**src/rtl/reg_bank_cmd_ctrl.sv**
```systemverilog
// Byte-command front end for the register bank: decodes 1-byte reads and
// 2-byte writes from the UART receiver, drives the bank, and returns read data.
module reg_bank_cmd_ctrl #(
  parameter int unsigned ADDR_BITS      = 4,
  parameter int unsigned TIMEOUT_CYCLES = 1200000
) (
  input  logic                 clk,
  input  logic                 rst,
  input  logic [7:0]           rx_data,
  input  logic                 rx_valid,
  input  logic                 tx_busy,
  output logic [7:0]           tx_data,
  output logic                 tx_start,
  output logic [ADDR_BITS-1:0] bank_addr,
  output logic [7:0]           bank_data_w,
  output logic                 bank_wd,
  input  logic [7:0]           bank_data_r,
  output logic                 err
);

  localparam int unsigned          CNT_W    = $clog2(TIMEOUT_CYCLES) + 1;
  localparam logic [CNT_W-1:0]     CNT_LAST = CNT_W'(TIMEOUT_CYCLES - 1);

  typedef enum logic [2:0] {
    S_IDLE,
    S_GET_DATA,
    S_WRITE,
    S_READ,
    S_SEND,
    S_HOLD
  } state_t;

  state_t               r_state,    w_state_nx;
  logic [CNT_W-1:0]     r_cnt,      w_cnt_nx;
  logic [7:0]           r_tx_data,  w_tx_data_nx;
  logic                 r_tx_start, w_tx_start_nx;
  logic [ADDR_BITS-1:0] r_addr,     w_addr_nx;
  logic [7:0]           r_data_w,   w_data_w_nx;
  logic                 r_wd,       w_wd_nx;
  logic                 r_err,      w_err_nx;

  always_ff @(posedge clk or posedge rst) begin
    if (rst) begin
      r_state    <= S_IDLE;
      r_cnt      <= '0;
      r_tx_data  <= '0;
      r_tx_start <= 1'b0;
      r_addr     <= '0;
      r_data_w   <= '0;
      r_wd       <= 1'b0;
      r_err      <= 1'b0;
    end else begin
      r_state    <= w_state_nx;
      r_cnt      <= w_cnt_nx;
      r_tx_data  <= w_tx_data_nx;
      r_tx_start <= w_tx_start_nx;
      r_addr     <= w_addr_nx;
      r_data_w   <= w_data_w_nx;
      r_wd       <= w_wd_nx;
      r_err      <= w_err_nx;
    end
  end

  // Every output is computed one cycle ahead so the registered version lines
  // up with the state it belongs to (e.g. bank_wd high exactly in WRITE).
  always_comb begin
    w_state_nx    = r_state;
    w_cnt_nx      = r_cnt;
    w_tx_data_nx  = r_tx_data;
    w_tx_start_nx = 1'b0;
    w_addr_nx     = r_addr;
    w_data_w_nx   = r_data_w;
    w_wd_nx       = 1'b0;
    w_err_nx      = 1'b0;
    case (r_state)
      S_IDLE: begin
        if (rx_valid) begin
          w_addr_nx = rx_data[ADDR_BITS-1:0];
          if (rx_data[7]) begin
            w_state_nx = S_GET_DATA;
            w_cnt_nx   = '0;
          end else begin
            w_state_nx = S_READ;
          end
        end
      end
      S_GET_DATA: begin
        if (rx_valid) begin
          w_data_w_nx = rx_data;
          w_wd_nx     = 1'b1;
          w_state_nx  = S_WRITE;
        end else if (r_cnt == CNT_LAST) begin
          w_err_nx   = 1'b1;
          w_state_nx = S_IDLE;
        end else begin
          w_cnt_nx = r_cnt + CNT_W'(1);
        end
      end
      S_WRITE: begin
        w_err_nx   = rx_valid;
        w_state_nx = S_IDLE;
      end
      S_READ: begin
        w_err_nx     = rx_valid;
        w_tx_data_nx = bank_data_r;
        w_state_nx   = S_SEND;
      end
      S_SEND: begin
        w_err_nx = rx_valid;
        if (!tx_busy) begin
          w_tx_start_nx = 1'b1;
          w_state_nx    = S_HOLD;
        end
      end
      S_HOLD: begin
        w_err_nx   = rx_valid;
        w_state_nx = S_IDLE;
      end
      default: w_state_nx = S_IDLE;
    endcase
  end

  assign tx_data     = r_tx_data;
  assign tx_start    = r_tx_start;
  assign bank_addr   = r_addr;
  assign bank_data_w = r_data_w;
  assign bank_wd     = r_wd;
  assign err         = r_err;

endmodule

```
**config.mk**
```make
export PLATFORM = sky130hd
export DESIGN_NAME = reg_bank_cmd_ctrl
export DESIGN_NICKNAME = d
export VERILOG_FILES = /design/src/rtl/reg_bank_cmd_ctrl.sv
export SDC_FILE = /design/constraint.sdc
export NUM_CORES = 1
export LEC_CHECK = 0
export ABC_CLOCK_PERIOD_IN_PS = 1950
export BUFFER_PORTS_ARGS = -buffer_cell sky130_fd_sc_hd__buf_2
export CORE_MARGIN = 10
export CORE_UTILIZATION = 40
export CTS_CLUSTER_DIAMETER = 40
export CTS_CLUSTER_SIZE = 40
export DETAILED_ROUTE_END_ITERATION = 6
export HOLD_SLACK_MARGIN = 0.03
export PLACE_DENSITY = 0.63
export SLEW_MARGIN = 20
export SYNTH_ARGS = -nofsm -noshare
export SYNTH_HDL_FRONTEND = slang
export SYNTH_SLANG_ARGS = --single-unit
```
**constraint.sdc**
```tcl
create_clock -name clk -period 1.95 [get_ports clk]
set_input_delay 0.39 -clock clk [delete_from_list [all_inputs] [get_ports clk]]
set_output_delay 0.39 -clock clk [all_outputs]
set_load 0.02 [all_outputs]
```
* Word-level counts from Yosys, hierarchy flattened
Cells that the tools add are included.
** Word-level totals
- Input port bits :: 20
- Word-level logic and storage cells :: 46
- Register bits :: 48
- Output and inout port bits :: 23
** Operators by class
- Add/subtract/negate cells :: 1
- Equal/unequal tests :: 12
- Mux-type cells :: 18
- Reduce and logical (&&, ||, !) cells :: 7
** Operators by type and width (number)
- $mux W22 :: 4
- $pmux W22 S2 :: 1
- $add A22 B1 Y22 const B :: 1
- $eq A22 B21 Y1 const B :: 1
- $mux W3 :: 4
- $pmux W3 S4 :: 1
- $ne A2 B2 Y1 const B :: 5
- $eq A3 B2 Y1 const B :: 2
- $eq A3 B3 Y1 const B :: 2
- $mux W1 :: 6
- $reduce_and A5 Y1 :: 1
- $reduce_and A2 Y1 :: 2
- $reduce_or A4 Y1 :: 1
- $eq A3 B1 Y1 const B :: 1
- $logic_not A3 Y1 :: 1
- $ne A3 B3 Y1 const B :: 1
- $reduce_and A3 Y1 :: 1
- $mux W2 :: 1
- $pmux W1 S2 :: 1
- $reduce_bool A2 Y1 :: 1

* Longest topological paths before layout
Gate-level depths: netlist of the first run.
- Depth after elaboration :: 4
- Mapped depth :: 8

* Worst setup path after synthesis of the first run
No wires, ideal clock.
- Kind :: reg2reg
- From :: reg r_cnt[0]
- To :: reg r_cnt[12]
- Slack :: 0.200 ns
- Data arrival time :: 1.622 ns
- Cell stages (with the launch flop) :: 9
- Library setup time :: 0.128 ns
- Clock period less this slack :: 1.750 ns
- Path through :: dfrtp_1 ha_1 and4_1 nand3_1 or3_1 buf_6 nand2_8 buf_12 o31ai_1
** Between the ends
- Word-level cells in the longest chain between the ends :: 4
- Elaborated cells on any way between the ends :: 7
- Classes of those cells :: add/sub: 1; eq/ne: 2; mux: 3; reduce/logical: 1
** RTL lines
- from (decl) :: RTL line 34 : logic [CNT_W-1:0] r_cnt, w_cnt_nx;
- from (signal assigned) :: RTL line 54 : r_cnt <= w_cnt_nx;
- $add A22 B1 Y22 :: RTL line 96 : w_cnt_nx = r_cnt + CNT_W'(1);
- $mux W22 :: RTL line 92 : end else if (r_cnt == CNT_LAST) begin
- $mux W22 :: RTL line 88 : if (rx_valid) begin
- $pmux W22 S2 :: RTL line 75 : case (r_state)
Several ways; a longest one is shown, not always the timed one. The select of a mux whose other input is x is not followed.
A chain may end at the register's enable or synchronous reset.

* Worst setup path in the final report of the first run
- From :: reg r_cnt[1]
- To :: reg r_cnt[21]
The elaborated chain is that of the path after synthesis.

==> results of run 1 <==
## through the flow
stage / hold slack [ns] / instance area, um2 / setup slack [ns] / utilization
4_1_cts: 0.0774 / 2880 / 0.0180 / 0.490
2_1_floorplan: 0.459 / 2410 / 0.200 / -
5_1_grt: 0.0994 / 2910 / 0.0118 / 0.494
3_5_place_dp: 0.410 / 2790 / 0.0726 / 0.473
6_report: 0.0751 / 2910 / 0.134 / 0.494
3_3_place_gp: 0.406 / 2790 / 0.0498 / 0.473
## cell usage in the layout (no fill, tap or decap), drive strengths merged, types with 9 or more instances in the layout
master / instances
dfrtp: 48
o31ai: 9
a21oi: 13
nand2: 20
nand3: 15
nand4: 10
buf: 64
mux2: 20
nor2: 13
o21ai: 27
## final timing paths
kind | from | end | slack [ns] | cells after the start
worst min register to register | bank_data_w[5]$_DFFE_PP0P_ | bank_data_w[5]$_DFFE_PP0P_ | 0.51 | 1
worst max-delay path | r_cnt[1]$_DFFE_PP0P_ | r_cnt[21]$_DFFE_PP0P_ | 0.13 | 6
worst min-delay path | rst | tx_data[7]$_DFFE_PP0N_ | 0.08 | 2
min in group clk | bank_data_r[2] | tx_data[2]$_DFFE_PP0N_ | 0.31 | 2
worst max register to register | r_cnt[1]$_DFFE_PP0P_ | r_cnt[21]$_DFFE_PP0P_ | 0.13 | 6
max in group asynchronous | rst | bank_data_w[1]$_DFFE_PP0P_ | 1.36 | 3
## registers in the layout, summed over array words and instances, names as in the netlist
register / cells
tx_start: 1
r_state: 3
bank_data_w: 8
tx_data: 8
r_cnt: 22
bank_addr: 4
err: 1
bank_wd: 1
## synth_stat cells (3+ instances only)
cell,n,share of area
sky130_fd_sc_hd__a21oi_1,13,0.027
sky130_fd_sc_hd__a31oi_1,5,0.013
sky130_fd_sc_hd__and2_1,4,0.010
sky130_fd_sc_hd__and3_1,3,0.0078
sky130_fd_sc_hd__buf_2,7,0.015
sky130_fd_sc_hd__buf_6,4,0.019
sky130_fd_sc_hd__dfrtp_1,48,0.50
sky130_fd_sc_hd__inv_1,3,0.0047
sky130_fd_sc_hd__mux2_2,20,0.093
sky130_fd_sc_hd__nand2_1,19,0.030
sky130_fd_sc_hd__nand2b_1,3,0.0078
sky130_fd_sc_hd__nand3_1,15,0.031
sky130_fd_sc_hd__nand3b_1,3,0.0093
sky130_fd_sc_hd__nand4_1,10,0.026
sky130_fd_sc_hd__nor2_1,11,0.017
sky130_fd_sc_hd__nor3_1,3,0.0062
sky130_fd_sc_hd__nor4_1,3,0.0078
sky130_fd_sc_hd__o21ai_0,24,0.050
sky130_fd_sc_hd__o31ai_1,9,0.028
sky130_fd_sc_hd__o41ai_1,3,0.011
## final cells by class
type	instances	area [um2]
tap	75	93.8
timing repair buffer	64	388
inverter	4	15.0
multi-input combinational	168	1110
clock inverter	2	13.8
fill	534	2980
sequential	48	1200
clock buffer	6	82.6
## routing by layer
metal | routed length [um] | track usage | vias up
met5 | 0 | 0 | -
met4 | 116 | 0.0570 | 0
met3 | 269 | 0.0299 | 10
met2 | 2610 | 0.187 | 54
met1 | 2550 | 0.150 | 943
li1 | - | - | 975
## power groups by stage
stage / Combinational, W / Clock (W) / Sequential (W)
global route: 0.00166 / 0.000695 / 0.00152
CTS: 0.00152 / 0.000654 / 0.00146
detailed placement: 0.00152 / 0 / 0.00149
finish: 0.00150 / 0.000629 / 0.00146
floorplan: 0.000786 / 0 / 0.00172
global placement: 0.00150 / 0 / 0.00147
## repair_timing
item / 4_1_cts / 5_1_grt
hold endpoints to repair: 0 / 0
endpoints found under the setup margin: 0 / 15
resized for setup: 0 / 5
hold buffers: 0 / 0
## logic make-up after synthesis
group	count (synthesis)	synth area share
adders and majority gates	1	0.00519
AOI/OAI and AO/OA	59	0.143
xor gates and xnor gates	1	0.00363
muxes	20	0.0934
buffers and inverters	18	0.0509
DFF	48	0.498
and+or+nand+nor	87	0.205
==> impl_metrics.ini, run 1 <==
[run_status]
outcome = completed

[yosys]
cell_count_after_synthesis = 234
synth.ff_latch_count = 48
postSynth.asyncResetShare = 1.00
synthFlopType = sky130_fd_sc_hd__dfrtp_1
yosys_warnings = 0
synth_seq_area_share = 0.498
syn-mean-instance-area_um2 = 10.3
synth_enable_flop_cells = 0
distinct_cell_type_count_after_synthesis = 39
mapped_nets = 255
netlist_area_mm2 = 0.00241

[place]
dp.final_hpwl_um = 4090
buffer_ports.inserted = 42
placedCellCount = 359
place_congestion = 0.828

[detailed_routing]
ant_nets = 0
drt-pass1-iter-count = 4
detailedRoute.firstIterationViolations = 113
routedWlPerCell_um = 15.1
totalWireLength_um = 5540
vias = 1982
vias_per_cell = 5.40
route.detailed.drc = 0

[clocking]
post_cts_buffers = 0
clk_pin_slew_worst_paths_ns = 0.09
clock_tree.root_cell = sky130_fd_sc_hd__clkbuf_8
clock_insertion_delay_worst_skew_ns = 0.30
tritoncts = built
h_tree_depth = 2
cts-root-to-sink-buffers = 2
cts-buffers-inserted = 5
numClockSinks = 48

[finish]
syn_to_final_growth_pct = 20.6
post_route_cells_drive_above_1_share = 0.356
final_cell_count_without_fillers = 367
finalNetCount = 312
insertedDiodeCount = 0

[sta]
slew_headroom = 0.715
finalClockSkew_ns = 0.00606
timing_hold_violations_final = 0
finalSetupTns_ns = 0
clock.fmax_ghz = 0.551
period_needed_ns = 1.82
rsz0062_at_grt = no
finalCritPeriodShare = 0.932
worst_pin_slew_ns = 0.427
report.final.slew_viol_count = 0
finalSetupViolCount = 0

[run]
drv.max_cap_violation_count = 0

[critical_path]
critical_path.startpoint_type = register
timing.critical_path.buf_inv = 0
crit_family = simple AND/OR/NAND/NOR gates
critical_path.max_fanout = 13
critPathSlowestCell = sky130_fd_sc_hd__or3_4
worst-endpoint-arrival_ns = 1.98
timing.critical_path.slowest_cell_delay_ns = 0.44
worst_setup_path_end_kind = register
critical_path_class = register to register
required_time_reported_for_the_critical_path_endpoint_ns = 2.11
crit_chain = ha_1 -> and4_1 -> nand3_1 -> or3_4 -> nand2_8 -> o311ai_0

[die]
design.core.area_mm2 = 0.00589
die-height_um = 97.6
floorplan.die.width_um = 97.6
fp-row-count = 28
effective_utilization_at_floorplan = 0.410
number_of_top_level_pins = 43
design.die.area_mm2 = 0.00953

[global_route]
number_of_antenna_violations_at_the_first_check_in_global_routing = 0
grt.overflow.total = 0
first_global_vias = 2072
grtUsageTotal = 0.120
grt_start_max_net_pins = 31
grt_first_pass_wirelength_um = 9780

[pwr]
ir_drop_mv = 0.787
switching_share = 0.386
fin_total_pwr_w = 0.00360
netSwitchingPower_w = 0.00139
power.sequential.fraction = 0.407
power_density_mw_per_mm2 = 1240
pwr-share-clk = 0.175
p_leak_nw = 1.28
combinationalPowerShare = 0.418
internal_power_w = 0.00221

[min_path]
hold_path.class = input pin to async pin
No activity file was read; power rests on OpenSTA's default activity.
==> run 2: changes to the inputs <==
--- a/config.mk
+++ b/config.mk
@@ -8,12 +8,12 @@
 export ABC_CLOCK_PERIOD_IN_PS = 1950
 export BUFFER_PORTS_ARGS = -buffer_cell sky130_fd_sc_hd__buf_2
 export CORE_MARGIN = 10
-export CORE_UTILIZATION = 40
+export CORE_UTILIZATION = 55
 export CTS_CLUSTER_DIAMETER = 40
 export CTS_CLUSTER_SIZE = 40
 export DETAILED_ROUTE_END_ITERATION = 6
 export HOLD_SLACK_MARGIN = 0.03
-export PLACE_DENSITY = 0.63
+export PLACE_DENSITY_LB_ADDON = 0.1
 export SLEW_MARGIN = 20
 export SYNTH_ARGS = -nofsm -noshare
 export SYNTH_HDL_FRONTEND = slang
==> run 2 against run 1 <==
Critical endpoint unchanged. Final cell count shrank 5.7%. Die area down 22%. Worst setup slack worse by 0.0036 ns. Count of clock-buffer cells in the layout fell by 1. Maximum frequency down 0.20%. Highest routed layer unchanged. Hold slack better by 0.15 ns. Combinational power barely moved.
==> impl_metrics.ini, run 2 (synthesis results as in run 1) <==
[clocking]
tritoncts = built
hold_buffers = 0
h_tree_depth = 2
numClockSinks = 48
cts-root-to-sink-buffers = 2
cts-buffers-inserted = 5
clk_pin_slew_worst_paths_ns = 0.08
post_cts_resized = 0
post_cts_buffers = 0
clock_insertion_delay_worst_skew_ns = 0.30
clock_tree.root_cell = sky130_fd_sc_hd__clkbuf_8

[critical_path]
r2r-start = r_cnt[19]$_DFFE_PP0P_
reg2regPathDepth = 5
timing.critical_path.slowest_cell_delay_ns = 0.43
worst_setup_path_end_kind = register
crit_family = simple AND/OR/NAND/NOR gates
critical_path.startpoint_type = register
required_time_reported_for_the_critical_path_endpoint_ns = 2.11
worst_r2r_endpoint = r_cnt[21]$_DFFE_PP0P_
ff2ff_setup_slack_ns = 0.13
worst-endpoint-arrival_ns = 1.98
crit_chain = nor4_1 -> nand3_1 -> or3_4 -> nand2_8 -> o311ai_0
critical_path.max_fanout = 13
timing.critical_path.buf_inv = 0
critical_path_class = register to register
critPathSlowestCell = sky130_fd_sc_hd__dfrtp_1

[global_route]
grtUsageMet3 = 0.0441
grt.overflow.total = 0
first_global_vias = 2021
grt_first_pass_wirelength_um = 9360
global_route.peak_usage_layer = met2
use_met2 = 0.258
grt_start_max_net_pins = 49
number_of_antenna_violations_at_the_first_check_in_global_routing = 0
grtUsageTotal = 0.153
gr-usage-met1 = 0.183

[run]
drv.max_cap_violation_count = 0

[sta]
finalClockSkew_ns = 0.00375
timing_hold_violations_final = 0
period_needed_ns = 1.82
finalSetupTns_ns = 0
worst_pin_slew_ns = 0.590
rsz0062_at_grt = no
finalSetupViolCount = 0
report.final.slew_viol_count = 0
slew_headroom = 0.607
clock.fmax_ghz = 0.549
finalCritPeriodShare = 0.933

[detailed_routing]
ant_nets = 0
drt-pass1-iter-count = 4
vias_per_cell = 5.73
route.detailed.drc = 0
detailedRoute.firstIterationViolations = 203
vias = 1983
routedWlPerCell_um = 15.9
totalWireLength_um = 5520

[die]
number_of_top_level_pins = 43
die-height_um = 86.2
fp-row-count = 24
design.die.area_mm2 = 0.00743
effective_utilization_at_floorplan = 0.561
floorplan.die.width_um = 86.2
design.core.area_mm2 = 0.00429

[pwr]
power_density_mw_per_mm2 = 1310
ir_drop_mv = 0.762
p_leak_nw = 1.30
fin_total_pwr_w = 0.00381

[finish]
post_route_cells_drive_above_1_share = 0.354
max_flop_register = r_cnt
finalNetCount = 315
insertedDiodeCount = 0
final_cell_mix = sky130_fd_sc_hd__dfrtp_1, sky130_fd_sc_hd__buf_2, sky130_fd_sc_hd__buf_4
final_common_cell = sky130_fd_sc_hd__dfrtp_1
flip_flop_count_of_the_largest_register_all_copies_and_words_added = 22
syn_to_final_growth_pct = 20.6

[place]
dp.final_hpwl_um = 4130
place_congestion = 0.894
buffer_ports.inserted = 42

[min_path]
hold_path.class = input pin to async pin

[run_status]
outcome = completed
[run 2: area by class of cell]
class,count,area (um2)
Clock buffer,5,68.8
Clock inverter,2,60.1
Fill cell,334,1390
Inverter,4,15.0
Multi-Input combinational cell,168,1100
Sequential cell,48,1200
Tap cell,52,65.1
Timing Repair Buffer,67,398
[run 2: report_power, final]
part	total, W	internal, W	leakage [nW]	switching, W
Combinational	0.00152	0.000661	0.613	0.000863
Clock	0.000824	0.000504	0.0642	0.000320
Sequential	0.00146	0.00128	0.619	0.000183
Total	0.00381	0.00244	1.30	0.00137
[run 2: how the worst max path moves through the flow]
stage	depth (start not counted)	from	end
2_1_floorplan	8	r_cnt[0]$_DFFE_PP0P_	r_cnt[12]$_DFFE_PP0P_
4_1_cts	6	r_cnt[0]$_DFFE_PP0P_	r_cnt[21]$_DFFE_PP0P_
3_3_place_gp	6	r_cnt[0]$_DFFE_PP0P_	r_cnt[21]$_DFFE_PP0P_
5_1_grt	7	r_cnt[0]$_DFFE_PP0P_	r_cnt[18]$_DFFE_PP0P_
6_report	5	r_cnt[19]$_DFFE_PP0P_	r_cnt[21]$_DFFE_PP0P_
3_5_place_dp	6	r_cnt[0]$_DFFE_PP0P_	r_cnt[21]$_DFFE_PP0P_
[run 2: metal layers]
layer,wire length [um],part of all wire
met1,2300,0.42
met2,2830,0.51
met3,313,0.057
met4,64,0.012
met5,0,0
[run 2: through the flow]
stage / util / setup slack (ns) / hold WS (ns) / instances / cell area (um2)
floorplan: - / 0.200 / 0.459 / 234 / 2410
global placement: 0.644 / 0.0982 / 0.482 / 339 / 2770
detailed placement: 0.644 / 0.0495 / 0.488 / 339 / 2770
CTS: 0.674 / 0.0284 / 0.253 / 346 / 2900
global route: 0.677 / 0.0169 / 0.269 / 346 / 2910
finish: 0.677 / 0.130 / 0.222 / 346 / 2910
[run 2: worst register-to-register path: stages, from the launching register on]
cell and delay, ns:
sky130_fd_sc_hd__dfrtp_1 0.43, sky130_fd_sc_hd__nor4_1 0.42, sky130_fd_sc_hd__nand3_1 0.15, sky130_fd_sc_hd__or3_4 0.42
sky130_fd_sc_hd__nand2_8 0.13, sky130_fd_sc_hd__o311ai_0 0.14
==> run 3: changes to the inputs <==
--- a/config.mk
+++ b/config.mk
@@ -14,6 +14,7 @@
 export DETAILED_ROUTE_END_ITERATION = 6
 export HOLD_SLACK_MARGIN = 0.03
 export PLACE_DENSITY_LB_ADDON = 0.1
+export REMOVE_ABC_BUFFERS = 1
 export SLEW_MARGIN = 20
 export SYNTH_ARGS = -nofsm -noshare
 export SYNTH_HDL_FRONTEND = slang
==> run 3 against run 2 <==
Critical path type unchanged. Largest cell class unchanged. Core utilization rose by 0.50 points. Via count increased by 0.55%. Sequential share of layout area decreased by 0.30 points. Routed wire length hardly changed.
==> impl_metrics.ini, run 3 (synthesis results as in run 1) <==
[critical_path]
required_time_reported_for_the_critical_path_endpoint_ns = 2.12
critical_path_class = register to register
worst_setup_path_end_kind = register
worst-endpoint-arrival_ns = 2.03
critical_path.startpoint_type = register
critical_path.max_fanout = 13

[clocking]
clock_tree.root_cell = sky130_fd_sc_hd__clkbuf_8
hold_buffers = 0
cts-root-to-sink-buffers = 2
tritoncts = built
numClockSinks = 48
clock_insertion_delay_worst_skew_ns = 0.30
cts-buffers-inserted = 5
h_tree_depth = 2
clk_pin_slew_worst_paths_ns = 0.09

[pwr]
ir_drop_mv = 0.893
power_density_mw_per_mm2 = 1330
fin_total_pwr_w = 0.00389
p_leak_nw = 1.31

[sta]
finalCritPeriodShare = 0.953
finalClockSkew_ns = 0.00678
finalSetupViolCount = 0
worst_pin_slew_ns = 0.449
period_needed_ns = 1.86
slew_headroom = 0.700
finalSetupTns_ns = 0
report.final.slew_viol_count = 0
hold-worst-slack_ns = 0.112
clock.fmax_ghz = 0.538
rsz0062_at_grt = no
timing_hold_violations_final = 0

[run_status]
outcome = completed

[place]
buffer_ports.inserted = 42
place_congestion = 0.790
dp.final_hpwl_um = 4050

[global_route]
number_of_antenna_violations_at_the_first_check_in_global_routing = 0
first_global_vias = 2053
grt_first_pass_wirelength_um = 9400
grt.overflow.total = 0
grtUsageTotal = 0.153
grt_start_max_net_pins = 49

[finish]
insertedDiodeCount = 0
fin_util = 0.682
post_route_cells_drive_above_1_share = 0.355
final_common_cell = sky130_fd_sc_hd__dfrtp_1
syn_to_final_growth_pct = 21.4
final_cell_mix = sky130_fd_sc_hd__dfrtp_1, sky130_fd_sc_hd__buf_2, sky130_fd_sc_hd__buf_4
finalNetCount = 317
max_flop_register = r_cnt
flip_flop_count_of_the_largest_register_all_copies_and_words_added = 22

[detailed_routing]
vias = 1994
route.detailed.drc = 0
vias_per_cell = 5.73
detailedRoute.firstIterationViolations = 104
ant_nets = 0
drt-pass1-iter-count = 4
totalWireLength_um = 5520
routedWlPerCell_um = 15.9

[die]
design.core.area_mm2 = 0.00429
die-height_um = 86.2
design.die.area_mm2 = 0.00743
fp-row-count = 24
effective_utilization_at_floorplan = 0.561
floorplan.die.width_um = 86.2
number_of_top_level_pins = 43

[min_path]
hold_path.class = input pin to async pin

[run]
drv.max_cap_violation_count = 0
-- run 3: through the flow --
step	cell area, um2	worst slack (ns)	std cells
2_1_floorplan	2300	0.136	220
3_3_place_gp	2790	0.0750	341
3_5_place_dp	2790	0.0110	341
4_1_cts	2930	0.115	348
5_1_grt	2930	0.0186	348
6_report	2930	0.0915	348
-- run 3: critical path, stage by stage (launching register included) --
cell	delay [ns]
sky130_fd_sc_hd__dfrtp_1	0.40
sky130_fd_sc_hd__ha_1	0.22
sky130_fd_sc_hd__and4_1	0.29
sky130_fd_sc_hd__nand3_1	0.09
sky130_fd_sc_hd__or3_4	0.44
sky130_fd_sc_hd__nand2_8	0.13
sky130_fd_sc_hd__o311ai_0	0.14
-- run 3: metal layers --
metal	up-vias	track usage	share of wire
li1	980	-	-
met1	951	0.194	0.44
met2	57	0.243	0.47
met3	6	0.0544	0.072
met4	0	0.0398	0.0096
met5	-	0	0
-- run 3: power by group --
part / switching (W) / total (W) / internal [W]
clock: 0.000336 / 0.000841 / 0.000505
combinational: 0.000896 / 0.00160 / 0.000707
sequential: 0.000163 / 0.00144 / 0.00128
-- run 3: layout make-up --
cell class / instances / area, um2
inverter: 4 / 15.0
multi-input combinational: 168 / 1090
sequential: 48 / 1200
fill: 355 / 1370
clock buffer: 5 / 68.8
tap: 52 / 65.1
timing repair buffer: 69 / 425
clock inverter: 2 / 60.1
-- run 3: timing repair --
action,in CTS,in global routing
endpoints found under the setup margin,1,0
buffers inserted,0,0
gates resized for setup,1,0
-- run 3: final timing paths --
check	startpoint	to	slack, ns	depth (start not counted)
worst max register to register	r_cnt[1]$_DFFE_PP0P_	r_cnt[21]$_DFFE_PP0P_	0.09	6
min in group clk	rx_data[5]	bank_data_w[5]$_DFFE_PP0P_	0.31	2
worst min-delay path	rst	tx_data[7]$_DFFE_PP0N_	0.11	3
worst max-delay path	r_cnt[1]$_DFFE_PP0P_	r_cnt[21]$_DFFE_PP0P_	0.09	6
max in group asynchronous	rst	bank_addr[0]$_DFFE_PP0P_	1.61	3
worst min register to register	tx_data[2]$_DFFE_PP0N_	tx_data[2]$_DFFE_PP0N_	0.51	1
